### config.mk
export PLATFORM = sky130hd
export DESIGN_NAME = axis_to_cmlk_tx_flat
export DESIGN_NICKNAME = d
export VERILOG_FILES = /design/src/rtl/axis_to_cmlk_tx_if.sv /design/src/rtl/axis_to_cmlk_tx.sv /design/src/flat_wrapper.sv
export SDC_FILE = /design/constraint.sdc
export NUM_CORES = 1
export LEC_CHECK = 0
export CAP_MARGIN = 10
export CORE_MARGIN = 4
export CORE_UTILIZATION = 30
export CTS_CLUSTER_DIAMETER = 100
export CTS_CLUSTER_SIZE = 8
export DETAILED_ROUTE_END_ITERATION = 16
export PLACE_DENSITY = 0.55
export SLEW_MARGIN = 20
export SYNTH_ARGS = -nofsm -noshare
export SYNTH_HDL_FRONTEND = slang
export SYNTH_SLANG_ARGS = --single-unit
### constraint.sdc
create_clock -name clk -period 9.89 [get_ports clk]
set_clock_uncertainty 0.05 [all_clocks]
set_input_delay 1.4835 -clock clk [delete_from_list [all_inputs] [get_ports clk]]
set_output_delay 1.4835 -clock clk [all_outputs]
set_load 0.01 [all_outputs]
### src/rtl/axis_to_cmlk_tx_if.sv
// AXI4-Stream video beat bundle (64-bit, 8 px/beat) feeding the CameraLink transmitter.
interface axis_to_cmlk_tx_if;
  logic [63:0] tdata;
  logic        tuser;
  logic        tlast;
  logic        tvalid;
  logic        tready;

  modport master (output tdata, output tuser, output tlast, output tvalid, input tready);
  modport slave  (input tdata, input tuser, input tlast, input tvalid, output tready);
endinterface

### src/rtl/axis_to_cmlk_tx.sv
// CameraLink Full (8-tap x 8-bit) transmitter: AXI4-Stream video in, X/Y/Z channel words out,
// with generated FVAL/LVAL/DVAL frame timing.
module axis_to_cmlk_tx #(
  parameter int unsigned BEATS_PER_LINE  = 256,
  parameter int unsigned LINES_PER_FRAME = 1024,
  parameter int unsigned FV_SETUP        = 4,
  parameter int unsigned H_BLANK         = 16,
  parameter int unsigned FV_HOLD         = 4,
  parameter int unsigned V_BLANK         = 64
) (
  input  logic               clk,
  input  logic               rst,
  input  logic               en,
  axis_to_cmlk_tx_if.slave   s_axis,
  output logic [27:0]        cmlk_data_x,
  output logic [27:0]        cmlk_data_y,
  output logic [27:0]        cmlk_data_z,
  input  logic               err_clr,
  output logic               fstart_err,
  output logic               lval_err,
  output logic               underrun
);

  localparam int unsigned BW    = $clog2(BEATS_PER_LINE + 1);
  localparam int unsigned LW    = $clog2(LINES_PER_FRAME + 1);
  localparam int unsigned MAX_A = (FV_SETUP > H_BLANK) ? FV_SETUP : H_BLANK;
  localparam int unsigned MAX_B = (FV_HOLD > V_BLANK) ? FV_HOLD : V_BLANK;
  localparam int unsigned MAX_C = (MAX_A > MAX_B) ? MAX_A : MAX_B;
  localparam int unsigned CW    = $clog2(MAX_C + 1);

  typedef enum logic [2:0] {StIdle, StSetup, StLine, StHblank, StHold, StVblank} state_e;

  state_e          state_q, state_d;
  logic [BW-1:0]   beat_q, beat_d;
  logic [LW-1:0]   line_q, line_d;
  logic [CW-1:0]   cnt_q, cnt_d;
  logic [63:0]     pix_q;
  logic            fval_q, lval_q, dval_q;
  logic            rdy, accept, drop, sof_bad, lval_bad, last_cnt;

  assign s_axis.tready = rdy;
  assign last_cnt      = (beat_q == BW'(BEATS_PER_LINE - 1));

  always_comb begin
    state_d = state_q;
    beat_d  = beat_q;
    line_d  = line_q;
    cnt_d   = cnt_q + CW'(1);
    rdy     = 1'b0;
    accept  = 1'b0;
    drop    = 1'b0;
    unique case (state_q)
      StIdle: begin
        cnt_d = '0;
        if (en && s_axis.tvalid) begin
          // SOF beat is held on the bus until the first LINE cycle
          if (s_axis.tuser) state_d = StSetup;
          else begin
            rdy  = 1'b1;
            drop = 1'b1;
          end
        end
      end
      StSetup: begin
        if (cnt_q == CW'(FV_SETUP - 1)) begin
          state_d = StLine;
          beat_d  = '0;
          line_d  = '0;
        end
      end
      StLine: begin
        rdy   = 1'b1;
        cnt_d = '0;
        if (s_axis.tvalid) begin
          accept = 1'b1;
          beat_d = beat_q + BW'(1);
          if (s_axis.tlast || last_cnt) begin
            line_d  = line_q + LW'(1);
            state_d = (line_q == LW'(LINES_PER_FRAME - 1)) ? StHold : StHblank;
          end
        end
      end
      StHblank: begin
        if (cnt_q == CW'(H_BLANK - 1)) begin
          state_d = StLine;
          beat_d  = '0;
        end
      end
      StHold: begin
        if (cnt_q == CW'(FV_HOLD - 1)) begin
          state_d = StVblank;
          cnt_d   = '0;
        end
      end
      StVblank: begin
        if (cnt_q == CW'(V_BLANK - 1)) state_d = StIdle;
      end
      default: state_d = StIdle;
    endcase
  end

  assign lval_bad = accept && (s_axis.tlast != last_cnt);
  assign sof_bad  = drop ||
                    (accept && s_axis.tuser && !(line_q == '0 && beat_q == '0));

  always_ff @(posedge clk or posedge rst) begin
    if (rst) begin
      state_q    <= StIdle;
      beat_q     <= '0;
      line_q     <= '0;
      cnt_q      <= '0;
      pix_q      <= '0;
      fval_q     <= 1'b0;
      lval_q     <= 1'b0;
      dval_q     <= 1'b0;
      fstart_err <= 1'b0;
      lval_err   <= 1'b0;
      underrun   <= 1'b0;
    end else begin
      state_q    <= state_d;
      beat_q     <= beat_d;
      line_q     <= line_d;
      cnt_q      <= cnt_d;
      fval_q     <= (state_q == StSetup) || (state_q == StLine) ||
                    (state_q == StHblank) || (state_q == StHold);
      lval_q     <= (state_q == StLine);
      dval_q     <= accept;
      fstart_err <= sof_bad;
      lval_err   <= lval_bad;
      if (state_q == StIdle) pix_q <= '0;
      else if (accept)       pix_q <= s_axis.tdata;
      if (state_q == StLine && !s_axis.tvalid) underrun <= 1'b1;
      else if (err_clr)                        underrun <= 1'b0;
    end
  end

  assign cmlk_data_x = {1'b0, dval_q, fval_q, lval_q, pix_q[23:0]};
  assign cmlk_data_y = {1'b0, dval_q, fval_q, lval_q, pix_q[47:24]};
  assign cmlk_data_z = {1'b0, dval_q, fval_q, lval_q, 8'h00, pix_q[63:48]};

endmodule

### src/flat_wrapper.sv
// flat-port wrapper written by rule: the top's interface ports become plain ports
module axis_to_cmlk_tx_flat 
#(
  parameter int unsigned BEATS_PER_LINE  = 256,
  parameter int unsigned LINES_PER_FRAME = 1024,
  parameter int unsigned FV_SETUP        = 4,
  parameter int unsigned H_BLANK         = 16,
  parameter int unsigned FV_HOLD         = 4,
  parameter int unsigned V_BLANK         = 64
)
  (clk, rst, en, cmlk_data_x, cmlk_data_y, cmlk_data_z, err_clr, fstart_err, lval_err, underrun, s_axis_tdata, s_axis_tuser, s_axis_tlast, s_axis_tvalid, s_axis_tready);
  axis_to_cmlk_tx_if s_axis_i ();
  input  logic clk;
  input  logic rst;
  input  logic en;
  output logic [27:0] cmlk_data_x;
  output logic [27:0] cmlk_data_y;
  output logic [27:0] cmlk_data_z;
  input  logic err_clr;
  output logic fstart_err;
  output logic lval_err;
  output logic underrun;
  input wire logic [$bits(s_axis_i.tdata)-1:0] s_axis_tdata;
  input wire logic [$bits(s_axis_i.tuser)-1:0] s_axis_tuser;
  input wire logic [$bits(s_axis_i.tlast)-1:0] s_axis_tlast;
  input wire logic [$bits(s_axis_i.tvalid)-1:0] s_axis_tvalid;
  output wire logic [$bits(s_axis_i.tready)-1:0] s_axis_tready;
  assign s_axis_i.tdata = s_axis_tdata;
  assign s_axis_i.tuser = s_axis_tuser;
  assign s_axis_i.tlast = s_axis_tlast;
  assign s_axis_i.tvalid = s_axis_tvalid;
  assign s_axis_tready = s_axis_i.tready;
  axis_to_cmlk_tx #(.BEATS_PER_LINE(BEATS_PER_LINE), .LINES_PER_FRAME(LINES_PER_FRAME), .FV_SETUP(FV_SETUP), .H_BLANK(H_BLANK), .FV_HOLD(FV_HOLD), .V_BLANK(V_BLANK)) u_core (.clk(clk), .rst(rst), .en(en), .s_axis(s_axis_i), .cmlk_data_x(cmlk_data_x), .cmlk_data_y(cmlk_data_y), .cmlk_data_z(cmlk_data_z), .err_clr(err_clr), .fstart_err(fstart_err), .lval_err(lval_err), .underrun(underrun));
endmodule
* Yosys cells after proc, flatten, opt, wreduce, memory -nomap -nowiden
Cells that the tools add are included.
Widths: inputs -> output; s select.
** Storage, ports and cells
- Input bits :: 71
- Register bits :: 100
- Output and inout port bits :: 88
- Logic and storage cells :: 87
** Operators by class
- Add/subtract/negate cells :: 3
- Equality and inequality tests :: 19
- Reductions and logical operators :: 24
- Multiplexer cells :: 30
** Operators by type and width (number)
- $mux 64 :: 2
- $mux 11 :: 3
- $mux 3 :: 9
- $mux 9 :: 3
- $pmux 9 s3 :: 1
- $pmux 11 s2 :: 1
- $pmux 3 s6 :: 1
- $pmux 7 s2 :: 1
- $ne 2x1->1 const B :: 6
- $add 11x1->11 const B :: 1
- $eq 11x10->1 const B :: 1
- $logic_not 11->1 :: 1
- $add 9x1->9 const B :: 1
- $eq 9x8->1 const B :: 1
- $logic_not 9->1 :: 1
- $reduce_and 4->1 :: 2
- $reduce_and 8->1 :: 1
- $add 7x1->7 const B :: 1
- $eq 7x2->1 const B :: 1
- $eq 7x4->1 const B :: 1
- $eq 7x6->1 const B :: 1
- $mux 1 :: 7
- $mux 7 :: 1
- $eq 3x2->1 const B :: 2
- other kinds (12) :: 26

* Depth between registers and ports, before layout
Gate-level depths: netlist (run 1).
- Depth after elaboration :: 5
- Gate-level depth with buffers :: 12
- Gate-level depth less buffers :: 11

* Worst setup path before layout (run 1)
Ideal clock, no wire load.
- Path kind :: in2out
- Start point :: input port s_axis_tuser
- End point :: output port s_axis_tready
- Stages :: 2
- Slack :: 6.428 ns
- Arrival time :: 1.929 ns
- Data required time :: 8.356 ns
- Buffers on the path :: 0
- Cells stage by stage :: nand3b_1 > o21ai_0
** Between the ends
- Longest elaborated chain between the ends :: 3
** Ends and longest elaborated chain
- start: declaration :: RTL line flat_wrapper.sv:24 : input wire logic [$bits(s_axis_i.tuser)-1:0] s_axis_tuser;
- $mux 1 :: RTL line axis_to_cmlk_tx.sv:57 : if (s_axis.tuser) state_d = StSetup;
- $mux 1 :: RTL line axis_to_cmlk_tx.sv:55 : if (en && s_axis.tvalid) begin
- $pmux 1 s2 :: RTL line axis_to_cmlk_tx.sv:52 : unique case (state_q)
- end: declaration :: RTL line flat_wrapper.sv:27 : output wire logic [$bits(s_axis_i.tready)-1:0] s_axis_tready;
Every way passes these cells.

* Worst setup path after layout (run 1)
- Start point :: input port s_axis_tvalid
- End point :: output port s_axis_tready
** Between the ends
- Longest elaborated chain between the ends :: 3
** Ends and longest elaborated chain
- start: declaration :: RTL line flat_wrapper.sv:26 : input wire logic [$bits(s_axis_i.tvalid)-1:0] s_axis_tvalid;
- $logic_and 1x1->1 :: RTL line axis_to_cmlk_tx.sv:55
- $mux 1 :: RTL line axis_to_cmlk_tx.sv:55
- $pmux 1 s2 :: RTL line axis_to_cmlk_tx.sv:52
Every way passes these cells.

==> results of run 1 <==
placed cells by master (no fill, tap or decap), drive strengths merged, types with 3 or more instances in the layout:
master / netlist / routed
nor2: 15 / 15
or4b: 3 / 3
conb: 1 / 11
nor3: 6 / 6
xnor2: 4 / 4
clkbuf: 20 / 12
o21ai: 8 / 8
o31ai: 6 / 6
a21oi: 37 / 37
ha: 7 / 7
nor4: 6 / 6
nand3: 58 / 58
or3: 4 / 4
a21o: 4 / 4
nand4: 3 / 3
buf: 28 / 3
xor2: 3 / 3
or4: 7 / 7
inv: 15 / 15
clkdlybuf4s50: 0 / 147
nand2: 141 / 141
dfrtp: 100 / 100
critical path, delay by kind of cell:
kind,cells,cell delay [ns]
buffers and inverters,3,1.24
AOI/OAI and AO/OA,1,0.16
cells by family after synthesis:
group / count (synthesis) / share of synthesized area [%]
AO/OA/AOI/OAI: 66 / 8.64
XOR/XNOR: 7 / 1.33
adder cells (fa/ha/maj): 7 / 1.90
buffers and inverters: 63 / 7.15
flip-flops: 100 / 54.2
multiplexers: 2 / 0.460
other: 1 / 0.0812
AND/OR/NAND/NOR: 261 / 26.3
state kept, by name, summed over array words and instances (netlist names):
register           cells
u_core.beat_q          9
u_core.cnt_q           7
u_core.dval_q          1
u_core.fstart_err      1
u_core.fval_q          1
u_core.line_q         11
u_core.lval_err        1
u_core.lval_q          1
u_core.pix_q          64
u_core.state_q         3
u_core.underrun        1
through the flow:
stage	hold WS (ns)	std cells	setup WS [ns]	util, %
5_1_grt	0.465	821	5.40	42.3
3_5_place_dp	0.425	807	5.46	40.6
2_1_floorplan	0.397	517	5.74	-
4_1_cts	0.435	821	5.46	42.3
6_report	0.426	821	5.47	42.3
3_3_place_gp	0.416	807	5.45	40.6
metal layers:
layer | track usage (%) | vias up | routed length [microns] | part of all wire [%]
li1 | - | 1930 | - | -
met4 | 6.59 | 0 | 300 | 2.4
met3 | 3.13 | 17 | 725 | 5.8
met5 | 0 | - | 0 | 0
met1 | 18.5 | 1921 | 5540 | 45
met2 | 22.9 | 132 | 5840 | 47
final cells by class:
cell class              count  area [sq um]
multi-input cells         354          1850
repair buffers            150          1500
inverters                  15          61.3
clock inverters             2          12.5
clock buffers              12           246
well taps                 188           235
flip-flops and latches    100          2500
fillers                  1463          8740
worst paths after layout:
check / startpoint / end / cells past startpoint / slack (ns)
worst max register to register: u_core.beat_q[0] / u_core.line_q[8] / 11 / 6.77
worst max-delay path: s_axis_tvalid / s_axis_tready / 4 / 5.47
worst min register to register: u_core.cnt_q[0] / u_core.cnt_q[0] / 1 / 0.43
min in group asynchronous: rst / u_core.pix_q[53] / 2 / 1.38
max in group asynchronous: rst / u_core.fval_q / 3 / 7.39
worst min-delay path: u_core.cnt_q[0] / u_core.cnt_q[0] / 1 / 0.43
where the power goes:
part | internal, mW | leakage [nW] | switching [mW] | total (mW)
Sequential | 0.588 | 1.30 | 0.136 | 0.724
Combinational | 0.405 | 1.44 | 0.358 | 0.764
Clock | 0.175 | 0.125 | 0.149 | 0.324
==> impl_table.tex, run 1 <==
\begin{tabular}{lr}
\hline
Metric & Value \\
\hline
\multicolumn{2}{l}{\textbf{Status}} \\
\quad Outcome & finished, final reports clean \\
\multicolumn{2}{l}{\textbf{Place}} \\
\quad Final estimated routing congestion in global placement & 0.797 \\
\quad Placement-stage cell area & 0.00614 sq mm \\
\quad Detailed placement HPWL & 8.49 mm \\
\quad Number of buffer cells added on primary ports & 147 \\
\multicolumn{2}{l}{\textbf{Worst hold path}} \\
\quad Path class of the lowest-slack min-delay path & reg -> reg \\
\multicolumn{2}{l}{\textbf{Synthesis}} \\
\quad Post-synthesis area per instance & a little over 9 sq um \\
\quad Leading cell types by total area after synthesis & sky130\_fd\_sc\_hd\_\_dfrtp\_1, sky130\_fd\_sc\_hd\_\_nand2\_1, sky130\_fd\_sc\_hd\_\_nand3\_1 \\
\quad Yosys reg bits & 100 \\
\quad Post-synthesis sequential area ratio & 54.2\% \\
\quad Share of the synthesized area in the top cell type & 54.2\% \\
\quad Yosys synthesis warning count & 0 \\
\quad Most common cell in the netlist & sky130\_fd\_sc\_hd\_\_nand2\_1 \\
\quad Post-synthesis cell type with the largest combined area & sky130\_fd\_sc\_hd\_\_dfrtp\_1 \\
\quad Top FF cell, synth & sky130\_fd\_sc\_hd\_\_dfrtp\_1 \\
\quad Share of synthesized flip-flops with an asynchronous set or reset & 100\% \\
\quad Cell count after synthesis & around 500 \\
\quad Number of synthesized flops with an enable pin & 0 \\
\quad Area of the mapped netlist & between 0.004 and 0.005 sq mm \\
\quad Number of unique standard cell types used by synthesis & 54 \\
\quad Top cells by count, synth & sky130\_fd\_sc\_hd\_\_nand2\_1, sky130\_fd\_sc\_hd\_\_dfrtp\_1, sky130\_fd\_sc\_hd\_\_nand3\_1, sky130\_fd\_sc\_hd\_\_a21oi\_1, sky130\_fd\_sc\_hd\_\_buf\_4 \\
\multicolumn{2}{l}{\textbf{Global route}} \\
\quad Antenna violations before repair & 0 \\
\quad Pin count of the biggest net entering global routing & 84 \\
\quad Overall global routing resource usage & 14.3\% \\
\quad Wire length of the first global-routing pass & about 20 mm \\
\quad Number of global-route vias before repair & 3983 \\
\quad Overall overflow remaining after global route & 0 \\
\multicolumn{2}{l}{\textbf{STA}} \\
\quad Max-slew headroom at the worst pin & about two fifths \\
\quad Total setup violations reported at the end of the flow & 0 \\
\quad Peak Freq & 0.226 GHz \\
\quad Hold Vio Cnt, Final & 0 \\
\quad Period utilization & 44.7\% \\
\quad Period minus WS final & 4.42 ns \\
\quad Fin Setup TNS & 0 ns \\
\quad Slew @ Worst Pin & 0.881 ns \\
\quad RSZ-0062 raised after global routing & false \\
\quad Max Transition Viols Final & 0 \\
\multicolumn{2}{l}{\textbf{Floorplanning}} \\
\quad Floorplan die width & 132 microns \\
\quad DIE HEIGHT & 132 microns \\
\quad Die ar. & 0.0175 sq mm \\
\quad Initial core utilization & 30.5\% \\
\quad Rows & 45 \\
\quad \# IOs & 159 \\
\quad Core Region & 0.0151 sq mm \\
\multicolumn{2}{l}{\textbf{Power and ir drop}} \\
\quad Peak ir drop on the vdd network & 0.0957 mV \\
\quad Standby leakage power & about 2.9 nW \\
\quad Post-route total power & 1.81 mW \\
\quad Total power per unit cell area & 283 mW/mm\^{}2 \\
\multicolumn{2}{l}{\textbf{Worst setup path}} \\
\quad Startpoint type of the worst setup path & input pin \\
\quad Cells along the critical path & clkdlybuf4s50\_1, inv\_1, o21ai\_0, clkdlybuf4s50\_1 \\
\quad Peak fanout along the critical path & 6 \\
\quad Crit path capture type & output port \\
\quad Path type of the worst setup path & in -> out \\
\quad CP arrival & just under 3 ns \\
\quad Stage delay of the slowest cell on the critical path & 0.60 ns \\
\quad Slowest stage cell on the critical path & sky130\_fd\_sc\_hd\_\_clkdlybuf4s50\_1 \\
\quad Worst Path Required & 8.36 ns \\
\quad Most used cell, CP & sky130\_fd\_sc\_hd\_\_clkdlybuf4s50\_1 \\
\multicolumn{2}{l}{\textbf{Clocking}} \\
\quad Clock tree root buffer cell & sky130\_fd\_sc\_hd\_\_clkbuf\_16 \\
\quad TritonCTS clock tree & built \\
\quad Number of buffers inserted for hold repair after clock tree synthesis & 0 \\
\quad Number of buffers on the longest clock path & 2 \\
\quad Clock Sink Count & 100 \\
\quad Clock edge transition at the registers on the reported setup and hold paths & about 0.07 ns \\
\quad Skew-Pair Late Insertion Delay & 0.35 ns \\
\quad Post-cts gate resize count & 0 \\
\quad H-tree depth & 3 \\
\quad Number of buffers inserted to repair setup after CTS & 0 \\
\quad Clock buffers created by TritonCTS & 9 \\
\multicolumn{2}{l}{\textbf{Finish}} \\
\quad Final design instance area without fill & roughly 0.0064 sq mm \\
\quad Post-layout nets & 708 \\
\quad Layout cells sized above 1 & under 10\% \\
\quad Layout Area Growth over Synthesis & 38.7\% \\
\quad Antenna cells & 0 \\
\multicolumn{2}{l}{\textbf{Run}} \\
\quad Number of max-cap violations & 0 \\
\multicolumn{2}{l}{\textbf{Routing}} \\
\quad Detailed Route WL & 12.4 mm \\
\quad DRC viols & 0 \\
\quad First DRT Iteration DRCs & between 200 and 250 \\
\quad Wire length per cell after detailed routing & $\sim$15 microns \\
\quad Number of search-and-repair iterations in the first detailed-routing pass & 4 \\
\quad Antenna-violating nets left & 0 \\
\quad Mean number of vias per cell & 4.87 \\
\quad Via count & 4000 \\
\hline
\end{tabular}
(Power assumes the default switching activity.)
==> run 2: changes to the inputs <==
Settings changed: PLACE_DENSITY 0.55 to 0.57.
Clock period 9.89 ns to 4 ns, I/O delays scaled along.
==> impl_table.tex, run 2 (same netlist as run 1, synthesis figures left out) <==
\begin{tabular}{lr}
\hline
Metric & Value \\
\hline
\multicolumn{2}{l}{\textbf{Clocking}} \\
\quad Post-cts gate resize count & 0 \\
\quad Clock Sink Count & 100 \\
\quad Number of buffers on the longest clock path & 2 \\
\quad Clock edge transition at the registers on the reported setup and hold paths & approximately 0.070 ns \\
\quad Clock tree root buffer cell & sky130\_fd\_sc\_hd\_\_clkbuf\_16 \\
\quad TritonCTS clock tree & built \\
\quad Number of buffers inserted for hold repair after clock tree synthesis & 0 \\
\quad H-tree depth & 3 \\
\quad Skew-Pair Late Insertion Delay & 0.34 ns \\
\quad Clock buffers created by TritonCTS & 9 \\
\quad Number of buffers inserted to repair setup after CTS & 0 \\
\multicolumn{2}{l}{\textbf{STA}} \\
\quad Slew @ Worst Pin & 0.946 ns \\
\quad Max-slew headroom at the worst pin & 36.9\% \\
\quad Total setup violations reported at the end of the flow & 0 \\
\quad Fin Setup TNS & 0 ns \\
\quad Peak Freq & $\sim$0.32 GHz \\
\quad Max Transition Viols Final & 0 \\
\quad RSZ-0062 raised after global routing & false \\
\quad Setup slack of the critical path after layout & a little over 0.9 ns \\
\quad Period utilization & around 77\% \\
\quad Period minus WS final & 3.09 ns \\
\quad Hold Vio Cnt, Final & 0 \\
\multicolumn{2}{l}{\textbf{Finish}} \\
\quad Commonest non-fill, non-tap cells in the layout & sky130\_fd\_sc\_hd\_\_clkdlybuf4s50\_1, sky130\_fd\_sc\_hd\_\_nand2\_1, sky130\_fd\_sc\_hd\_\_dfrtp\_1 \\
\quad Antenna cells & 0 \\
\quad Most common cell after layout, fill and taps aside & sky130\_fd\_sc\_hd\_\_clkdlybuf4s50\_1 \\
\quad Number of flip-flops under the largest register name & 64 \\
\quad Biggest register & u\_core.pix\_q \\
\quad Post-layout nets & 710 \\
\quad Layout Area Growth over Synthesis & 40.6\% \\
\quad Layout cells sized above 1 & 5.18\% \\
\quad Largest registers & u\_core.pix\_q x64, u\_core.line\_q x11, u\_core.beat\_q x9 \\
\multicolumn{2}{l}{\textbf{Floorplanning}} \\
\quad Die ar. & 0.0175 sq mm \\
\quad \# IOs & 159 \\
\quad DIE HEIGHT & 132 microns \\
\quad Floorplan die width & 132 microns \\
\quad Rows & 45 \\
\quad Initial core utilization & a little under a third \\
\quad Core Region & 0.0151 sq mm \\
\multicolumn{2}{l}{\textbf{Global route}} \\
\quad Overall overflow remaining after global route & 0 \\
\quad Number of global-route vias before repair & 3948 \\
\quad Pin count of the biggest net entering global routing & 73 \\
\quad Overall global routing resource usage & 14.5\% \\
\quad Antenna violations before repair & 0 \\
\quad Wire length of the first global-routing pass & 20.6 mm \\
\multicolumn{2}{l}{\textbf{Power and ir drop}} \\
\quad Standby leakage power & 2.91 nW \\
\quad Peak ir drop on the vdd network & 0.264 mV \\
\quad Net Sw Power & $\sim$1.6 mW \\
\quad Post-route total power & between 4 and 5 mW \\
\quad Share of power burned in the clock network & between 20\% and 30\% \\
\quad Sw Share & 34.4\% \\
\quad Share of total power in sequential cells & between 30\% and 40\% \\
\quad Cell internal power dissipation & 3.07 mW \\
\quad Total power per unit cell area & 720 mW/mm\^{}2 \\
\quad Part of the power in combinational logic & 40.5\% \\
\multicolumn{2}{l}{\textbf{Worst setup path}} \\
\quad Stage delay of the slowest cell on the critical path & 0.55 ns \\
\quad Startpoint type of the worst setup path & flip-flop \\
\quad Slowest stage cell on the critical path & sky130\_fd\_sc\_hd\_\_or4\_1 \\
\quad Most used cell, CP & sky130\_fd\_sc\_hd\_\_ha\_1 \\
\quad Worst path bufs/invs & 1 \\
\quad Crit path capture type & flip-flop \\
\quad Cells along the critical path & ha\_1, nand3\_1, or2\_2, nor2\_1, ha\_1, inv\_1, ha\_1, nand2b\_1, o32a\_2, or4\_1, a21oi\_1 \\
\quad Peak fanout along the critical path & 18 \\
\quad CP arrival & 3.30 ns \\
\quad Path type of the worst setup path & reg -> reg \\
\quad Largest delay share family, worst path & simple AND/OR/NAND/NOR gates \\
\quad Worst Path Required & 4.21 ns \\
\multicolumn{2}{l}{\textbf{Place}} \\
\quad Worst slack after detailed placement & approximately 0.9 ns \\
\quad Final estimated routing congestion in global placement & between 0.8 and 0.9 \\
\quad Number of buffer cells added on primary ports & 147 \\
\quad Detailed placement HPWL & 8.82 mm \\
\multicolumn{2}{l}{\textbf{Routing}} \\
\quad Antenna-violating nets left & 0 \\
\quad Via count & 4018 \\
\quad Number of search-and-repair iterations in the first detailed-routing pass & 4 \\
\quad Mean number of vias per cell & $\sim$5 \\
\quad DRC viols & 0 \\
\quad Detailed Route WL & 12.6 mm \\
\quad First DRT Iteration DRCs & about 180 \\
\quad Wire length per cell after detailed routing & 15.3 microns \\
\multicolumn{2}{l}{\textbf{Run}} \\
\quad Number of max-cap violations & 0 \\
\multicolumn{2}{l}{\textbf{Status}} \\
\quad Outcome & finished, final reports clean \\
\multicolumn{2}{l}{\textbf{Worst hold path}} \\
\quad Path class of the lowest-slack min-delay path & reg -> reg \\
\hline
\end{tabular}
==> run 2: layer usage <==
metal | wire length, microns | GRT usage [%] | share of wire [%]
met1 | 5660 | 19.3 | 45
met2 | 5930 | 22.8 | 47
met3 | 732 | 2.90 | 5.8
met4 | 282 | 6.65 | 2.2
met5 | 0 | 0 | 0
==> run 2: stage by stage <==
step	cells	hold slack [ns]	cell area [sq um]	utilization [%]
6_report	825	0.431	6500	42.9
3_5_place_dp	809	0.421	6160	40.7
4_1_cts	825	0.430	6500	42.9
2_1_floorplan	517	0.397	4660	-
5_1_grt	825	0.457	6500	42.9
3_3_place_gp	809	0.417	6160	40.7
==> run 2: power by group through the flow <==
| stage | clock network (mW) | logic (mW) | registers, mW |
|---|---|---|---|
| after floorplan | 0 | 0.827 | 1.88 |
| after global placement | 0 | 1.89 | 1.79 |
| after detailed placement | 0 | 1.93 | 1.80 |
| after CTS | 1.03 | 1.93 | 1.79 |
| after global routing | 1.06 | 2.10 | 1.86 |
| final | 0.994 | 1.90 | 1.79 |
==> run 2: final cells by class <==
| cell class | instances | area [sq um] |
|---|---|---|
| Fill cell | 1428 | 8650 |
| Sequential cell | 100 | 2500 |
| Multi-Input combinational cell | 354 | 1850 |
| Timing Repair Buffer | 152 | 1510 |
| Tap cell | 188 | 235 |
| Clock buffer | 10 | 229 |
| Clock inverter | 6 | 111 |
| Inverter | 15 | 58.8 |
==> run 2: final timing paths <==
check	start	depth (start not counted)	endpoint	slack, ns
worst max register to register	u_core.beat_q[0]	11	u_core.line_q[6]	0.91
worst min register to register	u_core.cnt_q[0]	1	u_core.cnt_q[0]	0.43
min in group asynchronous	rst	2	u_core.pix_q[45]	0.73
max in group asynchronous	rst	3	u_core.pix_q[41]	2.33
worst min-delay path	u_core.cnt_q[0]	1	u_core.cnt_q[0]	0.43
worst max-delay path	u_core.beat_q[0]	11	u_core.line_q[6]	0.91
==> run 3: changes to the inputs <==
Clock period 4 ns to 2.7 ns, I/O delays scaled along.
==> impl_table.tex, run 3 (same netlist as run 1, synthesis figures left out) <==
\begin{tabular}{lr}
\hline
Metric & Value \\
\hline
\multicolumn{2}{l}{\textbf{Global route}} \\
\quad Number of global-route vias before repair & roughly 4000 \\
\quad Wire length of the first global-routing pass & roughly 21 mm \\
\quad Pin count of the biggest net entering global routing & between 50 and 60 \\
\quad Overall global routing resource usage & about 15\% \\
\quad Overall overflow remaining after global route & 0 \\
\quad Antenna violations before repair & 0 \\
\multicolumn{2}{l}{\textbf{Clocking}} \\
\quad Clock tree root buffer cell & sky130\_fd\_sc\_hd\_\_clkbuf\_16 \\
\quad Number of buffers inserted for hold repair after clock tree synthesis & 0 \\
\quad Skew-Pair Late Insertion Delay & 0.35 ns \\
\quad Clock edge transition at the registers on the reported setup and hold paths & 0.07 ns \\
\quad Number of buffers on the longest clock path & 2 \\
\quad Clock Sink Count & 100 \\
\quad H-tree depth & 3 \\
\quad TritonCTS clock tree & built \\
\quad Clock buffers created by TritonCTS & 9 \\
\multicolumn{2}{l}{\textbf{Routing}} \\
\quad Via count & 4045 \\
\quad First DRT Iteration DRCs & 262 \\
\quad Mean number of vias per cell & 4.79 \\
\quad Number of search-and-repair iterations in the first detailed-routing pass & 4 \\
\quad DRC viols & 0 \\
\quad Wire length per cell after detailed routing & 15.2 microns \\
\quad Antenna-violating nets left & 0 \\
\quad Detailed Route WL & 12.9 mm \\
\multicolumn{2}{l}{\textbf{Finish}} \\
\quad Number of flip-flops under the largest register name & 64 \\
\quad Biggest register & u\_core.pix\_q \\
\quad Post-layout nets & 732 \\
\quad Most common cell after layout, fill and taps aside & sky130\_fd\_sc\_hd\_\_clkdlybuf4s50\_1 \\
\quad Final-layout fill cell count & 1472 \\
\quad Largest registers & u\_core.pix\_q x64, u\_core.line\_q x11, u\_core.beat\_q x9 \\
\quad Antenna cells & 0 \\
\quad Layout cells sized above 1 & 9.89\% \\
\quad Commonest non-fill, non-tap cells in the layout & sky130\_fd\_sc\_hd\_\_clkdlybuf4s50\_1, sky130\_fd\_sc\_hd\_\_nand2\_1, sky130\_fd\_sc\_hd\_\_dfrtp\_1 \\
\quad Layout Area Growth over Synthesis & 45.0\% \\
\multicolumn{2}{l}{\textbf{Floorplanning}} \\
\quad Core Region & about 0.015 sq mm \\
\quad Initial core utilization & 30.5\% \\
\quad Die ar. & 0.0175 sq mm \\
\quad Floorplan die width & 132 microns \\
\quad DIE HEIGHT & about 130 microns \\
\quad \# IOs & 159 \\
\quad Rows & 45 \\
\multicolumn{2}{l}{\textbf{Worst setup path}} \\
\quad Stage delay of the slowest cell on the critical path & approximately 0.47 ns \\
\quad Worst path bufs/invs & 2 \\
\quad Path type of the worst setup path & reg -> reg \\
\quad Largest delay share family, worst path & simple AND/OR/NAND/NOR gates \\
\quad Most used cell, CP & sky130\_fd\_sc\_hd\_\_ha\_2 \\
\quad Crit path capture type & flip-flop \\
\quad Peak fanout along the critical path & 6 \\
\quad Worst Path Required & 2.93 ns \\
\quad Cells along the critical path & ha\_2, nand3\_2, or2\_4, nor2\_2, ha\_2, inv\_2, ha\_4, nand2b\_4, o32a\_4, buf\_6, or4b\_4, a21oi\_2 \\
\quad Startpoint type of the worst setup path & flip-flop \\
\quad CP arrival & 2.89 ns \\
\quad Slowest stage cell on the critical path & sky130\_fd\_sc\_hd\_\_or4b\_4 \\
\multicolumn{2}{l}{\textbf{Power and ir drop}} \\
\quad Part of the power in combinational logic & 43.2\% \\
\quad Sw Share & 35.2\% \\
\quad Net Sw Power & 2.41 mW \\
\quad Peak ir drop on the vdd network & around 0.58 mV \\
\quad Share of total power in sequential cells & 38.5\% \\
\quad Total power per unit cell area & about 1000 mW/mm\^{}2 \\
\quad Standby leakage power & 2.99 nW \\
\quad Cell internal power dissipation & between 4 and 5 mW \\
\quad Share of power burned in the clock network & 18.3\% \\
\multicolumn{2}{l}{\textbf{Place}} \\
\quad Final estimated routing congestion in global placement & 0.790 \\
\quad Number of buffer cells added on primary ports & 147 \\
\quad Detailed placement HPWL & 9.04 mm \\
\multicolumn{2}{l}{\textbf{STA}} \\
\quad Peak Freq & 0.376 GHz \\
\quad Slew @ Worst Pin & 0.507 ns \\
\quad Fin Hold WS & 0.386 ns \\
\quad Max Transition Viols Final & 0 \\
\quad Period utilization & 98.5\% \\
\quad Fin Setup TNS & 0 ns \\
\quad RSZ-0062 raised after global routing & true \\
\quad Max-slew headroom at the worst pin & 66.1\% \\
\quad Total setup violations reported at the end of the flow & 0 \\
\quad Period minus WS final & 2.66 ns \\
\quad Hold Vio Cnt, Final & 0 \\
\multicolumn{2}{l}{\textbf{Status}} \\
\quad Outcome & finished, final reports clean \\
\multicolumn{2}{l}{\textbf{Worst hold path}} \\
\quad Path class of the lowest-slack min-delay path & in -> async \\
\multicolumn{2}{l}{\textbf{Run}} \\
\quad Number of max-cap violations & 0 \\
\hline
\end{tabular}
[run 3: cell types whose count changed in the layout (fill, tap and decap cells not counted), moves of 2 or more]
cell                         delta
sky130_fd_sc_hd__o31ai_2        +2
sky130_fd_sc_hd__bufinv_16      -2
sky130_fd_sc_hd__buf_4         +19
sky130_fd_sc_hd__o31ai_1        -2
sky130_fd_sc_hd__ha_2           +2
sky130_fd_sc_hd__clkinvlp_4     +2
sky130_fd_sc_hd__ha_1           -3
sky130_fd_sc_hd__buf_12         +2
[run 3: path summary, 6_finish.rpt]
| check | startpoint | to | slack, ns | depth (start not counted) |
|---|---|---|---|---|
| setup / recovery | u_core.beat_q[1] | u_core.line_q[7] | 0.04 | 12 |
| hold / removal | rst | u_core.beat_q[3] | 0.39 | 2 |
| setup reg to reg | u_core.beat_q[1] | u_core.line_q[7] | 0.04 | 12 |
| hold reg to reg | u_core.beat_q[8] | u_core.beat_q[8] | 0.43 | 1 |
| max in group asynchronous | rst | u_core.pix_q[17] | 1.52 | 3 |
| min in group clk | u_core.beat_q[8] | u_core.beat_q[8] | 0.43 | 1 |
[run 3: routing by layer]
layer  routed length [microns]  GRT usage [%]  vias to the layer above
li1                          -              -                     1975
met1                      5650           18.8                     1927
met2                      6000           23.5                      127
met3                       978           5.50                       16
met4                       239           5.02                        0
met5                         0              0                        -
[run 3: worst register-to-register path: cells and delay by family (launching register included)]
kind | cells | cell delay (ns)
simple gates | 5 | 1.01
compound gates | 2 | 0.49
fa+ha+maj | 3 | 0.52
flops | 1 | 0.36
buf+inv | 2 | 0.18
[run 3: cell type report]
cell class	instances	area, sq um	area share, %
clock buffers	9	225	3.36
clock inverters	5	55.1	0.822
inverters	15	60.1	0.897
multi-input cells	354	1920	28.6
flip-flops and latches	100	2500	37.4
well taps	188	235	3.51
repair buffers	174	1700	25.4
[run 3: power by group through the flow]
stage,logic (mW),registers [mW],clock network (mW)
5_1_grt,3.26,2.75,1.37
4_1_cts,3.01,2.65,1.30
6_report,2.97,2.64,1.25
3_3_place_gp,2.92,2.62,0
2_1_floorplan,1.23,2.78,0
3_5_place_dp,2.97,2.65,0
[run 3: metrics by stage]
| step | instance area [sq um] | utilization (%) | std cells | total power, mW | worst slack (ns) |
|---|---|---|---|---|---|
| global placement | 6320 | 41.7 | 825 | 5.54 | -0.00420 |
| floorplan | 4680 | - | 517 | 4.02 | 0.0375 |
| finish | 6700 | 44.2 | 845 | 6.87 | 0.0401 |
| detailed placement | 6320 | 41.7 | 825 | 5.62 | -0.119 |
| global route | 6700 | 44.2 | 845 | 7.38 | -0.0535 |
| CTS | 6650 | 43.9 | 843 | 6.96 | -0.00400 |
[run 3: repair_timing]
| action | CTS | global route |
|---|---|---|
| resized for setup | 9 | 7 |
| pin swaps | 9 | 6 |
| cloned | 0 | 0 |
| endpoints found under the setup margin | 7 | 9 |
| buffers inserted | 4 | 2 |
